<file path="config.mk">
export PLATFORM = sky130hd
export DESIGN_NAME = ucsbece154b_branch_flat
export DESIGN_NICKNAME = d
export VERILOG_FILES = /design/src/rtl/ucsbece154b_branch_if.sv /design/src/rtl/ucsbece154b_branch.sv /design/src/flat_wrapper.sv
export SDC_FILE = /design/constraint.sdc
export NUM_CORES = 2
export LEC_CHECK = 0
export BUFFER_PORTS_ARGS = -buffer_cell sky130_fd_sc_hd__buf_2
export CAP_MARGIN = 20
export CORE_MARGIN = 5
export CORE_UTILIZATION = 60
export DETAILED_ROUTE_END_ITERATION = 8
export PLACE_DENSITY_LB_ADDON = 0.2
export SLEW_MARGIN = 20
export SYNTH_ARGS = -nofsm -noshare
export SYNTH_HDL_FRONTEND = slang
export SYNTH_SLANG_ARGS = --single-unit
</file>
<file path="constraint.sdc">
create_clock -name clk -period 10.2 [get_ports clk]
set_clock_uncertainty 0.05 [all_clocks]
set_input_delay 1.02 -clock clk [delete_from_list [all_inputs] [get_ports clk]]
set_output_delay 1.02 -clock clk [all_outputs]
set_load 0.05 [all_outputs]
</file>
<file path="src/rtl/ucsbece154b_branch_if.sv">
// ucsbece154b_branch_if: fetch-side prediction and execute-side resolution signals of the branch predictor
interface ucsbece154b_branch_if #(
  parameter int NUM_GHR_BITS = 5
);
  logic [31:0]             pc_i;
  logic                    BranchTaken_o;
  logic [31:0]             BTBtarget_o;
  logic [NUM_GHR_BITS-1:0] PHTindexF_o;
  logic [6:0]              op_i;
  logic [31:0]             PCE_i;
  logic [31:0]             BranchTargetE_i;
  logic                    PCSrcE_i;
  logic [NUM_GHR_BITS-1:0] PHTindexE_i;
  modport master (
    output pc_i, op_i, PCE_i, BranchTargetE_i, PCSrcE_i, PHTindexE_i,
    input  BranchTaken_o, BTBtarget_o, PHTindexF_o
  );
  modport slave (
    input  pc_i, op_i, PCE_i, BranchTargetE_i, PCSrcE_i, PHTindexE_i,
    output BranchTaken_o, BTBtarget_o, PHTindexF_o
  );
endinterface

</file>
<file path="src/rtl/ucsbece154b_branch.sv">
// ucsbece154b_branch: direct-mapped BTB plus 2-bit counter PHT; bimodal by default,
// gshare indexing when UCSBECE154B_GSHARE_EN is defined.
module ucsbece154b_branch #(
  parameter int NUM_BTB_ENTRIES = 32,
  parameter int NUM_GHR_BITS    = 5
) (
  input  logic clk,
  input  logic reset,
  ucsbece154b_branch_if.slave bp
);
  localparam int IW = $clog2(NUM_BTB_ENTRIES);
  localparam int TW = 30 - IW;
  localparam int PD = 1 << NUM_GHR_BITS;
  localparam logic [6:0] OP_BRANCH = 7'b1100011;
  localparam logic [6:0] OP_JAL    = 7'b1101111;
  logic [NUM_BTB_ENTRIES-1:0] valid_q;
  logic [NUM_BTB_ENTRIES-1:0] j_q;
  logic [NUM_BTB_ENTRIES-1:0] b_q;
  logic [TW-1:0]              tag_q [NUM_BTB_ENTRIES];
  logic [31:0]                target_q [NUM_BTB_ENTRIES];
  logic [1:0]                 pht_q [PD];
  logic [IW-1:0]              idx_f, idx_e;
  logic [NUM_GHR_BITS-1:0]    phtf;
  logic [1:0]                 ctr, ctr_d;
  logic                       hit, is_br, is_jal, upd;
  logic                       unused_bits;
  assign unused_bits = ^{bp.pc_i[1:0], bp.PCE_i[1:0]};
  assign idx_f  = bp.pc_i[IW+1:2];
  assign idx_e  = bp.PCE_i[IW+1:2];
  assign is_br  = bp.op_i == OP_BRANCH;
  assign is_jal = bp.op_i == OP_JAL;
  assign upd    = is_br || is_jal;
`ifdef UCSBECE154B_GSHARE_EN
  logic [NUM_GHR_BITS-1:0] ghr_q, ghr_d;
  assign ghr_d = is_br ? {ghr_q[NUM_GHR_BITS-2:0], bp.PCSrcE_i} : ghr_q;
  assign phtf  = bp.pc_i[NUM_GHR_BITS+1:2] ^ ghr_q;
  always_ff @(posedge clk or negedge reset) begin
    if (!reset) ghr_q <= '0;
    else        ghr_q <= ghr_d;
  end
`else
  assign phtf = bp.pc_i[NUM_GHR_BITS+1:2];
`endif
  // Lookup reads the registered arrays directly, so a same-cycle write is seen only next cycle.
  always_comb begin
    hit              = valid_q[idx_f] && (tag_q[idx_f] == bp.pc_i[31:IW+2]);
    bp.PHTindexF_o   = phtf;
    bp.BranchTaken_o = hit && (j_q[idx_f] || (b_q[idx_f] && pht_q[phtf][1]));
    bp.BTBtarget_o   = hit ? target_q[idx_f] : 32'b0;
  end
  always_comb begin
    ctr   = pht_q[bp.PHTindexE_i];
    ctr_d = bp.PCSrcE_i ? ((ctr == 2'b11) ? ctr : ctr + 2'b01)
                        : ((ctr == 2'b00) ? ctr : ctr - 2'b01);
  end
  always_ff @(posedge clk or negedge reset) begin
    if (!reset) begin
      valid_q <= '0;
      for (int i = 0; i < PD; i++) pht_q[i] <= 2'b01;
    end else begin
      if (upd) valid_q[idx_e] <= 1'b1;
      if (is_br) pht_q[bp.PHTindexE_i] <= ctr_d;
    end
  end
  // Payload is only meaningful behind valid; gating on reset keeps a reset edge from writing it.
  always_ff @(posedge clk) begin
    if (reset && upd) begin
      tag_q[idx_e]    <= bp.PCE_i[31:IW+2];
      target_q[idx_e] <= bp.BranchTargetE_i;
      j_q[idx_e]      <= is_jal;
      b_q[idx_e]      <= is_br;
    end
  end
endmodule

</file>
<file path="src/flat_wrapper.sv">
// flat-port wrapper written by rule: the top's interface ports become plain ports
module ucsbece154b_branch_flat 
#(
  parameter int NUM_BTB_ENTRIES = 32,
  parameter int NUM_GHR_BITS    = 5
)
  (clk, reset, bp_pc_i, bp_op_i, bp_PCE_i, bp_BranchTargetE_i, bp_PCSrcE_i, bp_PHTindexE_i, bp_BranchTaken_o, bp_BTBtarget_o, bp_PHTindexF_o);
  ucsbece154b_branch_if #(.NUM_GHR_BITS(NUM_GHR_BITS)) bp_i ();
  input  logic clk;
  input  logic reset;
  input wire logic [$bits(bp_i.pc_i)-1:0] bp_pc_i;
  input wire logic [$bits(bp_i.op_i)-1:0] bp_op_i;
  input wire logic [$bits(bp_i.PCE_i)-1:0] bp_PCE_i;
  input wire logic [$bits(bp_i.BranchTargetE_i)-1:0] bp_BranchTargetE_i;
  input wire logic [$bits(bp_i.PCSrcE_i)-1:0] bp_PCSrcE_i;
  input wire logic [$bits(bp_i.PHTindexE_i)-1:0] bp_PHTindexE_i;
  output wire logic [$bits(bp_i.BranchTaken_o)-1:0] bp_BranchTaken_o;
  output wire logic [$bits(bp_i.BTBtarget_o)-1:0] bp_BTBtarget_o;
  output wire logic [$bits(bp_i.PHTindexF_o)-1:0] bp_PHTindexF_o;
  assign bp_i.pc_i = bp_pc_i;
  assign bp_i.op_i = bp_op_i;
  assign bp_i.PCE_i = bp_PCE_i;
  assign bp_i.BranchTargetE_i = bp_BranchTargetE_i;
  assign bp_i.PCSrcE_i = bp_PCSrcE_i;
  assign bp_i.PHTindexE_i = bp_PHTindexE_i;
  assign bp_BranchTaken_o = bp_i.BranchTaken_o;
  assign bp_BTBtarget_o = bp_i.BTBtarget_o;
  assign bp_PHTindexF_o = bp_i.PHTindexF_o;
  ucsbece154b_branch #(.NUM_BTB_ENTRIES(NUM_BTB_ENTRIES), .NUM_GHR_BITS(NUM_GHR_BITS)) u_core (.clk(clk), .reset(reset), .bp(bp_i));
endmodule
</file>
* Word-level counts from Yosys, hierarchy flattened
Memory sizes are Yosys's and may differ from the RTL's.
Index checks and enable logic that the tools add are counted.
** Cells by class
- Divide/modulo/power cells :: 0
- Bitwise operators :: 3
- Magnitude comparators :: 6
- Shift operators :: 0
- Multiplexer cells :: 25
- Reduce and logical (&&, ||, !) cells :: 9
- $mul :: 0
- $add $sub $neg :: 2
- Eq/ne operators :: 4
** Operator list (count)
- bitwise mux 32 bit :: 2
- bitwise mux 64 bit :: 1
- 2-to-1 mux 32 bit :: 1
- bitwise OR 32 bit :: 1
- == test 25 bit :: 1
- binary-select mux 2 bit (select 5 bit) :: 2
- 2-to-1 mux 2 bit :: 8
- binary-select mux 1 bit (select 5 bit) :: 3
- == test 7 bit (second input constant) :: 2
- greater-or-equal comparator 6 bit (second input constant) :: 2
- < comparator 5 x 6 -> 1 bit (second input constant) :: 2
- inverter 5 -> 6 bit :: 2
- demux 2 bit (select 5 bit) :: 1
- logical AND 1 bit :: 6
- < comparator 6 x 1 -> 1 bit (second input constant) :: 1
- 2-to-1 mux 1 bit :: 6
- demux 1 bit (select 5 bit) :: 1
- greater-or-equal comparator 5 x 1 -> 1 bit (second input constant) :: 1
- adder 2 x 1 -> 2 bit (second input constant) :: 1
- == test 2 bit (second input constant) :: 1
- zero test 2 bit :: 1
- logical OR 1 bit :: 2
- subtractor 2 x 1 -> 2 bit (second input constant) :: 1
** Storage, ports and cells
- Register bits after elaboration :: 160
- Bits in read-only memories :: 0
- Memories :: 2
- Word-level logic and storage cells :: 86
- Memory bits (writable) :: 1824
- Bits in latches :: 0
** Memories
- u_core.target_q :: words 32, bits a word 32, rd ports 1, clocked after memory_dff 0, wr ports 1, RTL line ucsbece154b_branch.sv:20 : logic [31:0] target_q [NUM_BTB_ENTRIES];
- u_core.tag_q :: words 32, bits a word 25, rd ports 1, clocked after memory_dff 0, wr ports 1, RTL line ucsbece154b_branch.sv:19 : logic [TW-1:0] tag_q [NUM_BTB_ENTRIES];

* Depth between registers and ports, before layout
- Depth in word-level cells :: 8
- Mapped depth :: 16
- Gate-level depth less buffers :: 8

* Worst setup path before layout
OpenSTA, ideal clock, no wires.
- Kind :: input-to-output
- From :: in bp_pc_i[3]
- To :: out bp_BTBtarget_o[0]
- Stages on the path :: 11
- Data required time :: 9.130 ns
- Arrival time :: 5.809 ns
- Setup slack :: 3.321 ns
- Cells stage by stage :: buf_6 > buf_2 > buf_2 > buf_2 > mux4_2 > o22ai_1 > nor4_1 > xor2_1 > nor4_4 > nand4_2 > a2111oi_0
** Between the ends
- Word-level cells in the longest chain between the ends :: 4
- Elaborated cells on any way between the ends :: 7
** Ends and longest elaborated chain
- start: declaration :: RTL line flat_wrapper.sv:11 : input wire logic [$bits(bp_i.pc_i)-1:0] bp_pc_i;
- memory (32 x 25 bit) / binary-select mux 1 bit (select 5 bit) (equally long branches)
- == test 25 bit / 2-to-1 mux 1 bit (equally long branches) :: RTL line ucsbece154b_branch.sv:46 : hit = valid_q[idx_f] && (tag_q[idx_f] == bp.pc_i[31:IW+2]);
- logical AND 1 bit :: RTL line ucsbece154b_branch.sv:46
- 2-to-1 mux 32 bit * :: RTL line ucsbece154b_branch.sv:49 : bp.BTBtarget_o = hit ? target_q[idx_f] : 32'b0;
- end: declaration :: RTL line flat_wrapper.sv:18 : output wire logic [$bits(bp_i.BTBtarget_o)-1:0] bp_BTBtarget_o;
Every way passes the cells marked *; elsewhere a longest branch is shown, timed or not. The select of a mux whose other input is x is not followed.

* Worst setup path after layout
- From :: in bp_pc_i[3]
- To :: out bp_BTBtarget_o[1]
Same word-level chain as after synthesis.

==> results.json <==
{
  "wl_per_cell_um": 34.5,
  "grt_busiest_layer": "met2",
  "synth_top_cells_by_count": "1888 x edfxtp_1, 513 x mux4_2, 112 x nand2_1",
  "grt_pass1_vias": 38567,
  "finalSetupViolations": 0,
  "detail_route.first_pass.iterations": 6,
  "synth_most_common_cell": "edfxtp_1",
  "numCtsBuffers": 191,
  "synth.avg_cell_area_um2": 22.5,
  "fp.dieArea_mm2": 0.135,
  "initial_core_util_pct": 60.3,
  "required_ns": 9.13,
  "vias": 37874,
  "fin_tns_setup_ns": 0,
  "gp_congestion": 0.810,
  "r2r_cells": 5,
  "hold_class": "in2async",
  "fp.dieH_um": 368,
  "hold_viol": 0,
  "syn_inst": 3423,
  "routed_wl_um": 189000,
  "worst_pin_slew_ns": 1.22,
  "rrSetupSlack_ns": 7.49,
  "crit_type": "in2out",
  "ios": 149,
  "io_buffers": 144,
  "use_met2_pct": 45.5,
  "yosysUniqueCellTypes": 63,
  "drc": 0,
  "post_cts_resize_count": 0,
  "path_clk_slew_ns": 0.06,
  "yosys.area.top_type_share_pct": 73.7,
  "slew_headroom_pct": 19.0,
  "ys_async_sr_fraction_pct": 4.84,
  "grt_start_max_net_pins": 150,
  "num_rows": 131,
  "cp_common_cell": "buf_4",
  "drtIter0Drc": 5235,
  "fp.coreArea_mm2": 0.128,
  "root_buffer": "clkbuf_16",
  "r2r_start": "u_core.pht_q[17]",
  "rsz0062_at_grt": "false",
  "synthTopCellsByArea": "edfxtp_1 74%, mux4_2 15%, dfrtp_1 2.1%",
  "critPathLaunchType": "input port",
  "cts_buffer_depth": 3,
  "ant_nets": 0,
  "drive_gt1_share_pct": 31.3,
  "grt_pass1_wl_um": 274000,
  "vias_per_cell": 6.90,
  "arrival_ns": 6.78,
  "htreeDepth": 4,
  "slew_violations": 0,
  "cpMaxStageDelayCell": "a2111oi_0",
  "period_needed_ns": 7.85,
  "synth_flop_cell": "edfxtp_1",
  "crit_family": "buffers and inverters",
  "max-cap-violations": 0,
  "area_growth_pct": 11.6,
  "end_kind": "primary output",
  "final_nets": 3772,
  "cp-startpoint": "bp_pc_i[3]",
  "status": "complete, no violations",
  "leakagePower_nw": 27.3,
  "postCtsSetupRepairBufs": 0,
  "crit_path_end": "bp_BTBtarget_o[1]",
  "r2r-end": "u_core.pht_q[30]",
  "fmax_mhz": 127,
  "antenna_found_initial": 15,
  "path_cells": "buf_8 > buf_4 > buf_4 > mux4_2 > mux2i_1 > o211ai_1 > xor2_1 > nor4_4 > nand4_4 > buf_4 > a2111oi_0 > buf_2",
  "fillCellCount": 7761,
  "p_per_area_mw_per_mm2": 190,
  "synth_edf_count": 1888,
  "synth-seq-cells": 1984,
  "die_x_um": 368,
  "synth_fp_nets": 3534,
  "use_met1_pct": 39.9,
  "synth_top_area_cell": "edfxtp_1",
  "yosysSeqAreaShare_pct": 76.9,
  "irDropWorstVdd_mv": 0.169,
  "cts_tree": "yes",
  "cp_num_buf_inv": 5,
  "crit_cells": 12,
  "hold_buffers": 0,
  "clk_latency_ns": 0.82,
  "syn_area_mm2": 0.0769,
  "crit_fanout": 81,
  "yosysWarnings": 0,
  "met3_usage_pct": 5.99,
  "crit_path_max_incr_delay_ns": 1.02,
  "grt-ovfl-total": 0,
  "post-dp-hpwl_um": 98900,
  "grt_usage_pct": 28.3,
  "finalCritPeriodShare_pct": 77.0,
  "fin_util_pct": 67.3,
  "cts_sinks": 1984
}
==> cells by family after synthesis <==
logic type / share of synthesized area [%]
fa+ha+maj: 0.0260
mux: 16.9
flops: 76.9
buf+inv: 1.30
simple gates: 1.97
compound gates: 2.62
xor+xnor: 0.273
==> sequential cells by signal, indices dropped and copies added (netlist names) <==
signal	cells
u_core.target_q	1024
u_core.tag_q	800
u_core.valid_q	32
u_core.pht_q	64
u_core.j_q	32
u_core.b_q	32
==> power by group <==
| group | switching [mW] | internal, mW | total, mW |
|---|---|---|---|
| logic | 0.409 | 0.266 | 0.674 |
| registers | 0.00356 | 8.92 | 8.92 |
| clock network | 2.96 | 3.75 | 6.72 |
| total | 3.38 | 12.9 | 16.3 |
==> final cells by class <==
type / instances / area (um2) / area share [%]
clock buffer: 236 / 5020 / 5.85
multi-input combinational: 1244 / 17000 / 19.9
tap: 1662 / 2080 / 2.42
sequential: 1984 / 59100 / 68.9
inverter: 5 / 18.8 / 0.0219
antenna: 7 / 17.5 / 0.0204
timing repair buffer: 235 / 1590 / 1.85
clock inverter: 116 / 908 / 1.06
==> stage by stage <==
step           cell area, um2  hold WS (ns)  std cells  setup WS, ns  power, mW
2_1_floorplan           76900         0.373       3423          3.32       9.52
3_3_place_gp            79700         0.382       5123          2.06       9.74
3_5_place_dp            79800         0.395       5128          2.01       9.76
4_1_cts                 85700        0.0571       5480          2.02       16.4
5_1_grt                 85800         0.100       5485          2.01       16.8
6_report                85800         0.120       5489          2.35       16.3
==> routing by layer <==
layer	vias up	part of all wire (%)
li1	15035	-
met1	19984	37
met2	2467	49
met3	382	11
met4	6	3.2
met5	-	0.017
==> cells in the final DEF, fill, tap and decap left out, types with 51 or more instances in the layout <==
cell,count
buf_2,138
buf_4,81
clkbuf_16,194
dfrtp_1,64
edfxtp_1,1888
mux2_2,69
mux2i_1,67
mux4_2,513
nand2_1,112
nor2_1,51
==> worst min path at each step <==
| stage | to | slack, ns | start | cells past startpoint |
|---|---|---|---|---|
| 2_1_floorplan | u_core.valid_q[12] | 0.37 | u_core.valid_q[12] | 1 |
| 3_3_place_gp | u_core.valid_q[12] | 0.38 | u_core.valid_q[12] | 1 |
| 3_5_place_dp | u_core.valid_q[21] | 0.39 | u_core.valid_q[21] | 1 |
| 4_1_cts | u_core.valid_q[2] | 0.06 | reset | 1 |
| 5_1_grt | u_core.valid_q[3] | 0.10 | reset | 1 |
| 6_report | u_core.valid_q[8] | 0.12 | reset | 1 |
No activity file was read; power rests on OpenSTA's default activity.
